## src/rtl/iir_coeff_bank.sv

```systemverilog
// Double-buffered biquad coefficient store: host writes to a shadow bank,
// atomic commit/swap at a datapath safe point, then shadow re-synced.
//
// Ports:
//   clk, rst                 clock, async active-high reset
//   ld_valid/ld_ready        host write handshake (ld_sos, ld_sel, ld_data)
//   commit, swap_ok          swap request and datapath safe point
//   pending, swap_done       swap status (swap_done is a 1-cycle pulse)
//   bank_sel                 index of the active bank
//   ld_err                   sticky out-of-range write flag
//   rd_en, rd_sos            registered read request
//   rd_valid, b0..a2         read response, one cycle after request
module iir_coeff_bank #(
  parameter int COEF_W  = 24,
  parameter int NUM_SOS = 4,
  parameter int IDX_W   = 2
) (
  input  logic              clk,
  input  logic              rst,
  input  logic              ld_valid,
  output logic              ld_ready,
  input  logic [IDX_W-1:0]  ld_sos,
  input  logic [2:0]        ld_sel,
  input  logic [COEF_W-1:0] ld_data,
  input  logic              commit,
  input  logic              swap_ok,
  output logic              pending,
  output logic              swap_done,
  output logic              bank_sel,
  output logic              ld_err,
  input  logic              rd_en,
  input  logic [IDX_W-1:0]  rd_sos,
  output logic              rd_valid,
  output logic [COEF_W-1:0] b0,
  output logic [COEF_W-1:0] b1,
  output logic [COEF_W-1:0] b2,
  output logic [COEF_W-1:0] a1,
  output logic [COEF_W-1:0] a2
);

  typedef enum logic [1:0] {
    S_IDLE,
    S_PEND,
    S_COPY
  } state_t;

  // Default set held as 24-bit Q2.22; rescaled by keeping the MSB side so
  // the integer bits survive any COEF_W.
  function automatic logic [COEF_W-1:0] def_coef(int s, int k);
    logic [23:0]        v;
    logic [23:0]        b1v;
    logic [23:0]        a1v;
    logic [23:0]        a2v;
    logic [COEF_W+23:0] w;
    b1v = 24'h0;
    a1v = 24'h0;
    a2v = 24'h0;
    case (s)
      0: begin
        b1v = 24'h010CC5;
        a1v = 24'hE08C0C;
        a2v = 24'h31A0FF;
      end
      1: begin
        b1v = 24'h09E05D;
        a1v = 24'hEDDA8D;
        a2v = 24'h1B7A91;
      end
      2: begin
        b1v = 24'h1C9720;
        a1v = 24'hFC035E;
        a2v = 24'h0B0A64;
      end
      3: begin
        b1v = 24'h32269C;
        a1v = 24'h05A195;
        a2v = 24'h017AD4;
      end
      default: begin
        b1v = 24'h0;
        a1v = 24'h0;
        a2v = 24'h0;
      end
    endcase
    case (k)
      0, 2:    v = (s < 4) ? 24'h1B0F47 : 24'h0;
      1:       v = b1v;
      3:       v = a1v;
      4:       v = a2v;
      default: v = 24'h0;
    endcase
    w = {v, {COEF_W{1'b0}}};
    return w[COEF_W+23 -: COEF_W];
  endfunction

  state_t            state_q, state_d;
  logic              bank_sel_q, bank_sel_d;
  logic              swap_done_q, swap_done_d;
  logic              ld_err_q, ld_err_d;
  logic [IDX_W-1:0]  copy_idx_q, copy_idx_d;
  logic              rd_valid_q, rd_valid_d;
  logic [COEF_W-1:0] b0_q, b0_d;
  logic [COEF_W-1:0] b1_q, b1_d;
  logic [COEF_W-1:0] b2_q, b2_d;
  logic [COEF_W-1:0] a1_q, a1_d;
  logic [COEF_W-1:0] a2_q, a2_d;
  logic [COEF_W-1:0] bank_q [2][NUM_SOS][5];
  logic [COEF_W-1:0] bank_d [2][NUM_SOS][5];

  logic sh;
  logic ld_bad;
  logic rd_in;
  logic copy_last;

  assign sh        = ~bank_sel_q;
  assign ld_bad    = (32'(ld_sos) >= NUM_SOS) || (ld_sel > 3'd4);
  assign rd_in     = 32'(rd_sos) < NUM_SOS;
  assign copy_last = 32'(copy_idx_q) == NUM_SOS - 1;

  always_comb begin
    state_d     = state_q;
    bank_sel_d  = bank_sel_q;
    swap_done_d = 1'b0;
    ld_err_d    = ld_err_q;
    copy_idx_d  = copy_idx_q;
    bank_d      = bank_q;
    unique case (state_q)
      S_IDLE: begin
        if (ld_valid) begin
          if (ld_bad) begin
            ld_err_d = 1'b1;
          end else begin
            bank_d[sh][ld_sos][ld_sel] = ld_data;
          end
        end
        if (commit) begin
          state_d = S_PEND;
        end
      end
      S_PEND: begin
        if (swap_ok) begin
          bank_sel_d  = ~bank_sel_q;
          swap_done_d = 1'b1;
          copy_idx_d  = '0;
          state_d     = S_COPY;
        end
      end
      S_COPY: begin
        // bank_sel_q already names the new active bank here.
        for (int k = 0; k < 5; k++) begin
          bank_d[sh][copy_idx_q][k] =
            bank_q[bank_sel_q][copy_idx_q][k];
        end
        if (copy_last) begin
          state_d = S_IDLE;
        end else begin
          copy_idx_d = copy_idx_q + 1'b1;
        end
      end
      default: begin
        state_d = S_IDLE;
      end
    endcase
  end

  // Read uses pre-edge bank_sel_q, so a read on the swap edge sees
  // the outgoing active bank.
  always_comb begin
    rd_valid_d = 1'b0;
    b0_d = b0_q;
    b1_d = b1_q;
    b2_d = b2_q;
    a1_d = a1_q;
    a2_d = a2_q;
    if (rd_en) begin
      rd_valid_d = 1'b1;
      if (rd_in) begin
        b0_d = bank_q[bank_sel_q][rd_sos][0];
        b1_d = bank_q[bank_sel_q][rd_sos][1];
        b2_d = bank_q[bank_sel_q][rd_sos][2];
        a1_d = bank_q[bank_sel_q][rd_sos][3];
        a2_d = bank_q[bank_sel_q][rd_sos][4];
      end else begin
        b0_d = '0;
        b1_d = '0;
        b2_d = '0;
        a1_d = '0;
        a2_d = '0;
      end
    end
  end

  always_ff @(posedge clk or posedge rst) begin
    if (rst) begin
      state_q     <= S_IDLE;
      bank_sel_q  <= 1'b0;
      swap_done_q <= 1'b0;
      ld_err_q    <= 1'b0;
      copy_idx_q  <= '0;
      rd_valid_q  <= 1'b0;
      b0_q        <= '0;
      b1_q        <= '0;
      b2_q        <= '0;
      a1_q        <= '0;
      a2_q        <= '0;
      for (int b = 0; b < 2; b++) begin
        for (int s = 0; s < NUM_SOS; s++) begin
          for (int k = 0; k < 5; k++) begin
            bank_q[b][s][k] <= def_coef(s, k);
          end
        end
      end
    end else begin
      state_q     <= state_d;
      bank_sel_q  <= bank_sel_d;
      swap_done_q <= swap_done_d;
      ld_err_q    <= ld_err_d;
      copy_idx_q  <= copy_idx_d;
      rd_valid_q  <= rd_valid_d;
      b0_q        <= b0_d;
      b1_q        <= b1_d;
      b2_q        <= b2_d;
      a1_q        <= a1_d;
      a2_q        <= a2_d;
      bank_q      <= bank_d;
    end
  end

  assign ld_ready  = state_q == S_IDLE;
  assign pending   = state_q == S_PEND;
  assign swap_done = swap_done_q;
  assign bank_sel  = bank_sel_q;
  assign ld_err    = ld_err_q;
  assign rd_valid  = rd_valid_q;
  assign b0        = b0_q;
  assign b1        = b1_q;
  assign b2        = b2_q;
  assign a1        = a1_q;
  assign a2        = a2_q;

endmodule

```

## config.mk

```make
export PLATFORM = sky130hd
export DESIGN_NAME = iir_coeff_bank
export DESIGN_NICKNAME = d
export VERILOG_FILES = /design/src/rtl/iir_coeff_bank.sv
export SDC_FILE = /design/constraint.sdc
export NUM_CORES = 2
export LEC_CHECK = 0
export CORE_MARGIN = 5
export CORE_UTILIZATION = 35
export CTS_CLUSTER_DIAMETER = 80
export DETAILED_ROUTE_END_ITERATION = 10
export PLACE_DENSITY = 0.51
export SLEW_MARGIN = 20
export SYNTH_ARGS = -nofsm -noshare
export SYNTH_HDL_FRONTEND = slang
export SYNTH_SLANG_ARGS = --single-unit
```

## constraint.sdc

```tcl
create_clock -name clk -period 36.4 [get_ports clk]
set_input_delay 7.28 -clock clk [delete_from_list [all_inputs] [get_ports clk]]
set_output_delay 7.28 -clock clk [all_outputs]
set_load 0.02 [all_outputs]
```

Word level (Yosys, flattened, before mapping)
Index checks and enable logic that the tools add are counted.
{ "word_totals": {"word_cells": 145, "ff_bits": 1088, "out_inout_bits": 126, "inputBits": 37} }
{ "op_classes": {"bitwise": 7, "n_eq_ne": 9, "order_cmp": 11, "muxes": 54, "add_sub_neg": 1, "reduce_logical": 12} }
{ "op_table": {"columns": ["operator", "count"], "rows": [
  ["bitwise mux 960 bit", 6],
  ["2-to-1 mux 480 bit", 9],
  ["demux 480 bit (select 1 bit)", 6],
  ["2-to-1 mux 960 bit", 2],
  ["one-hot mux 960 bit (2 select lines)", 1],
  ["demux 120 bit (select 2 bit)", 6],
  ["2-to-1 mux 120 bit", 6],
  ["binary-select mux 120 bit (select 2 bit)", 2],
  ["2-to-1 mux 96 bit", 1],
  ["demux 24 bit (select 3 bit)", 1],
  ["2-to-1 mux 72 bit", 1],
  ["2-to-1 mux 24 bit", 2],
  ["2-to-1 mux 48 bit", 1],
  ["AND reduction 3 bit", 4],
  ["2-to-1 mux 2 bit", 5],
  ["!= test 2 bit, second input constant", 5],
  ["greater-or-equal comparator 3 bit, second input constant", 3],
  ["NOT 2 -> 3 bit", 3],
  ["less-than comparator 3 x 1 -> 1 bit, second input constant", 2],
  ["one-hot mux 2 bit (3 select lines)", 1],
  ["equality test 2 bit, second input constant", 2],
  ["greater-or-equal comparator 2 bit, second input constant", 2],
  ["greater-or-equal comparator 4 bit, second input constant", 1],
  ["logical AND 1 bit", 4],
  ["other kinds (14)", 18]
]} }

Longest topological paths before layout
{ "logic_depth": {"ltp_word": 13, "mapped_depth": 9, "depth_no_buf": 6} }

Worst setup path before layout
OpenSTA, ideal clock, no wires.
{ "synth_path": {"path_type": "input -> register", "start": "input ld_sel[2]", "end": "register bank_q[250] (netlist name)", "t_required_ns": 36.275, "stages": 7, "t_arrival_ns": 8.876, "setup_ns": 0.125, "path_buffers": 3, "setup_slack_ns": 27.400, "path_cell_list": "buf_2 > nor2b_1 > clkbuf_1 > nand2_1 > a21oi_2 > buf_2 > mux2_2"} }
{ "synth_via": {"elab_chain_cells": 13, "elab_cells_between_ends": 17, "classes_between": "order compare: 3; eq/ne: 1; mux: 10; bitwise: 1; reduce/logical: 2"} }
{ "synth_rtl": {"columns": ["item", "line", "rtl"], "rows": [
  ["start, declared", "23", "input logic [2:0] ld_sel,"],
  ["NOT 3 -> 4 bit (implied by the code)", "133", "bank_d[sh][ld_sos][ld_sel] = ld_data;"],
  ["greater-or-equal comparator 4 bit (implied by the code) / less-than comparator 4 x 1 -> 1 bit (equally long branches)", "133", null],
  ["logical AND 1 bit (implied by the code)", "133", null],
  ["2-to-1 mux 24 bit (implied by the code)", "133", null],
  ["demux 24 bit (select 3 bit)", "133", null],
  ["2-to-1 mux 120 bit (implied by the code)", "133", null],
  ["demux 120 bit (select 2 bit)", "133", null],
  ["2-to-1 mux 480 bit (implied by the code)", "133", null],
  ["demux 480 bit (select 1 bit)", "133", null],
  ["bitwise mux 960 bit", "133", null],
  ["2-to-1 mux 960 bit", "130", "if (ld_bad) begin"],
  ["2-to-1 mux 960 bit", "129", "if (ld_valid) begin"],
  ["one-hot mux 960 bit (2 select lines)", "127", "unique case (state_q)"],
  ["end signal, assigned by index", "209", "bank_q[b][s][k] <= def_coef(s, k);"],
  ["end signal, assigned", "225", "bank_q <= bank_d;"],
  ["end, declared", "107", "logic [COEF_W-1:0] bank_q [2][NUM_SOS][5];"]
]} }
Several ways; a longest one is shown, not always the timed one. The select of a mux whose other input is x is not followed.
A chain may end at the register's enable or synchronous reset.

==> results.cfg <==
[global_route]
grt_pass1_vias = 45600
top_usage_layer = met2
gr-total-overflow = 0
grtUsageMet1 = 0.315
met2_usage = 0.366
grt_pass1_wl_mm = 320
grt_max_degree = 165
antenna_found_initial = 7
track_usage = 0.228
met3_usage = 0.0348

[worst_setup_path]
crit_family = buffers and inverters
worstSetupStartpoint = rst
crit_end = bank_q[365]
cp_num_cells = 7
slowest_stage = buf_4
arrival_ps = 12020
cp-start-kind = input pin
worstPathCellList = clkdlybuf4s50_1 > clkinvlp_4 > buf_4 > buf_4 > buf_4 > buf_4 > buf_4
critical_path_required_ps = 37240
reg2reg_from = bank_sel
critPathBufInv = 7
crit_type = input pin to asynchronous set/reset pin
critPathMaxFanout = 70
endpoint_kind = asynchronous set/reset pin
ff2ff_setup_slack_ps = 30770
reg2regPathDepth = 8
critPathMostFrequentCell = buf_4
critPathMaxStageDelay_ps = 840
r2r_end = bank_q[8]

[sta]
fin_crit_ps = 11180
fin_ws_ps = 25220
setup_viol = 0
hold_viol = 0
rsz0062_at_grt = no
fin_crit_sh = 0.307
tightestPinTransition_ps = 1160
fin_skew_ps = 24.9
tns_ps = 0
fmax_ghz = 0.0894
slew_headroom = 0.224
maxSlewViolCount = 0

[route]
wl_mm = 216
detail_route.drc_violations = 0
vias_per_cell = 6.12
drt_pass1_iterations = 7
drt-initial-drc-count = 3638
antenna_left = 0
wl_per_cell_um = 29.8
vias = 44200

[run_status]
status = completed

[power_and_ir_drop]
vdd_ir_drop_max_v = 0.0000468
p_leak_nw = 27.6
power_density_nw_per_um2 = 93.6

[clock_network]
cts_root_buffer = clkbuf_16
cts_resized = 0
cts.clk_slew.worst_paths_ps = 60
cts.sinks = 1088
cts.htree.levels = 4
clockBufferDepth = 3
cts_tree = built
numCtsBuffers = 134
ctsHoldBuffers = 0
cts_setup_buffers = 0
clk_latency_ps = 770

[place]
place_congestion = 0.762
port_buffers = 162
post-place-ws_ps = 24250
dp_cells = 6981
place_hpwl_mm = 113
dpl_cell_area_um2 = 65100

[yosys]
yosysWarnings = 0
synth-main-ff-cell = dfrtp_1
synth_edf_count = 0
synth_most_common_cell = mux2_2
async_reset_ff_frac = 1.00
synth_top_area_share = 0.264
synth_nets = 4929
synth_area_leaders = dfrtp_1, dfstp_2, mux2_2
synth.distinct_cells = 40
synth_common_cells = mux2_2, mux2i_1, o22ai_1, dfrtp_1, dfstp_2
ys_seq_elements = 1088
syn_inst = 4888
synth_top_area_cell = dfrtp_1
syn_area_um2 = 61400
synth-seq-area-share = 0.453
syn_area_per_cell_um2 = 12.6

[final_layout]
utilization = 0.399
nets = 4834
drive_above_1_share = 0.381
seqCellArea_um2 = 27800
area_delta_synth_final_pct = 13.3
multiInputGateArea_um2 = 31700
design_area_um2 = 69500
fin_cells = 7234
fill_cells = 16700

[die]
dieArea_um2 = 184000
io_pins = 163
core_um2 = 174000
fp.dieH_um = 429
initial_utilization = 0.352
core.rowCount = 153
die_w_um = 429

[min_path]
hold_class = register to register

[flow_run]
maxCapViolations = 0
-- final cells by class --
type                    count  area share
well taps                2325      0.0418
repair buffers            285      0.0384
clock buffers             215      0.0588
inverters                   6    0.000522
multi-input cells        3278       0.456
diodes                      4    0.000144
clock inverters            33     0.00470
flip-flops and latches   1088       0.399
-- cell families after synthesis --
group                    Yosys count  share of synthesized area
multiplexers                    1921                      0.382
AO/OA/AOI/OAI                   1133                      0.110
AND/OR/NAND/NOR                  219                     0.0167
flip-flops                      1088                      0.453
adder cells (fa/ha/maj)            4                   0.000816
buffers and inverters            522                     0.0381
XOR/XNOR                           1                   0.000143
-- metrics by stage --
step	hold slack, ps	power, mW
6_report	482	6.51
5_1_grt	498	6.87
4_1_cts	487	6.55
3_5_place_dp	474	5.17
3_3_place_gp	467	5.12
2_1_floorplan	457	4.28
-- power breakdown --
part	switching [mW]	total [mW]	internal [mW]
registers	0.358	2.27	1.92
clock network	0.555	1.35	0.799
logic	1.56	2.88	1.32
-- worst min path at each step --
stage,from,to,slack (ps),cells after the start
after floorplan,bank_q[743],bank_q[743],460,1
after global placement,bank_q[917],bank_q[917],470,1
after detailed placement,bank_q[924],bank_q[924],470,1
after CTS,bank_q[924],bank_q[924],490,1
after global routing,bank_q[924],bank_q[924],500,1
final,bank_q[924],bank_q[924],480,1
-- layout by cell type, fill, tap and decap left out, types with 5 or more instances in the layout --
master / n
clkbuf_16: 141
nor2b_1: 5
nand2_2: 42
and4bb_2: 5
inv_6: 5
dfstp_2: 440
nand2_1: 20
mux2i_1: 721
clkinv_2: 19
nor2_1: 125
clkbuf_1: 46
a21boi_2: 8
clkdlybuf4s50_1: 159
o21ai_1: 7
buf_4: 116
a21oi_4: 39
dfrtp_1: 646
a21oi_1: 120
mux4_2: 240
o21ai_0: 269
mux2_2: 750
o22ai_1: 687
mux2_1: 210
clkbuf_8: 28
-- sequential cells by signal, summed over array words and instances (netlist names), 2 cells and up --
signal	cells
b0	24
a1	24
bank_q	960
a2	24
copy_idx_q	2
b1	24
b2	24
state_q	2
-- routing by layer --
| layer | part of all wire | vias up |
|---|---|---|
| li1 | - | 18700 |
| met1 | 0.45 | 23800 |
| met2 | 0.47 | 1349 |
| met3 | 0.051 | 395 |
| met4 | 0.034 | 2 |
| met5 | 0.000060 | - |
No activity file was read; power rests on OpenSTA's default activity.
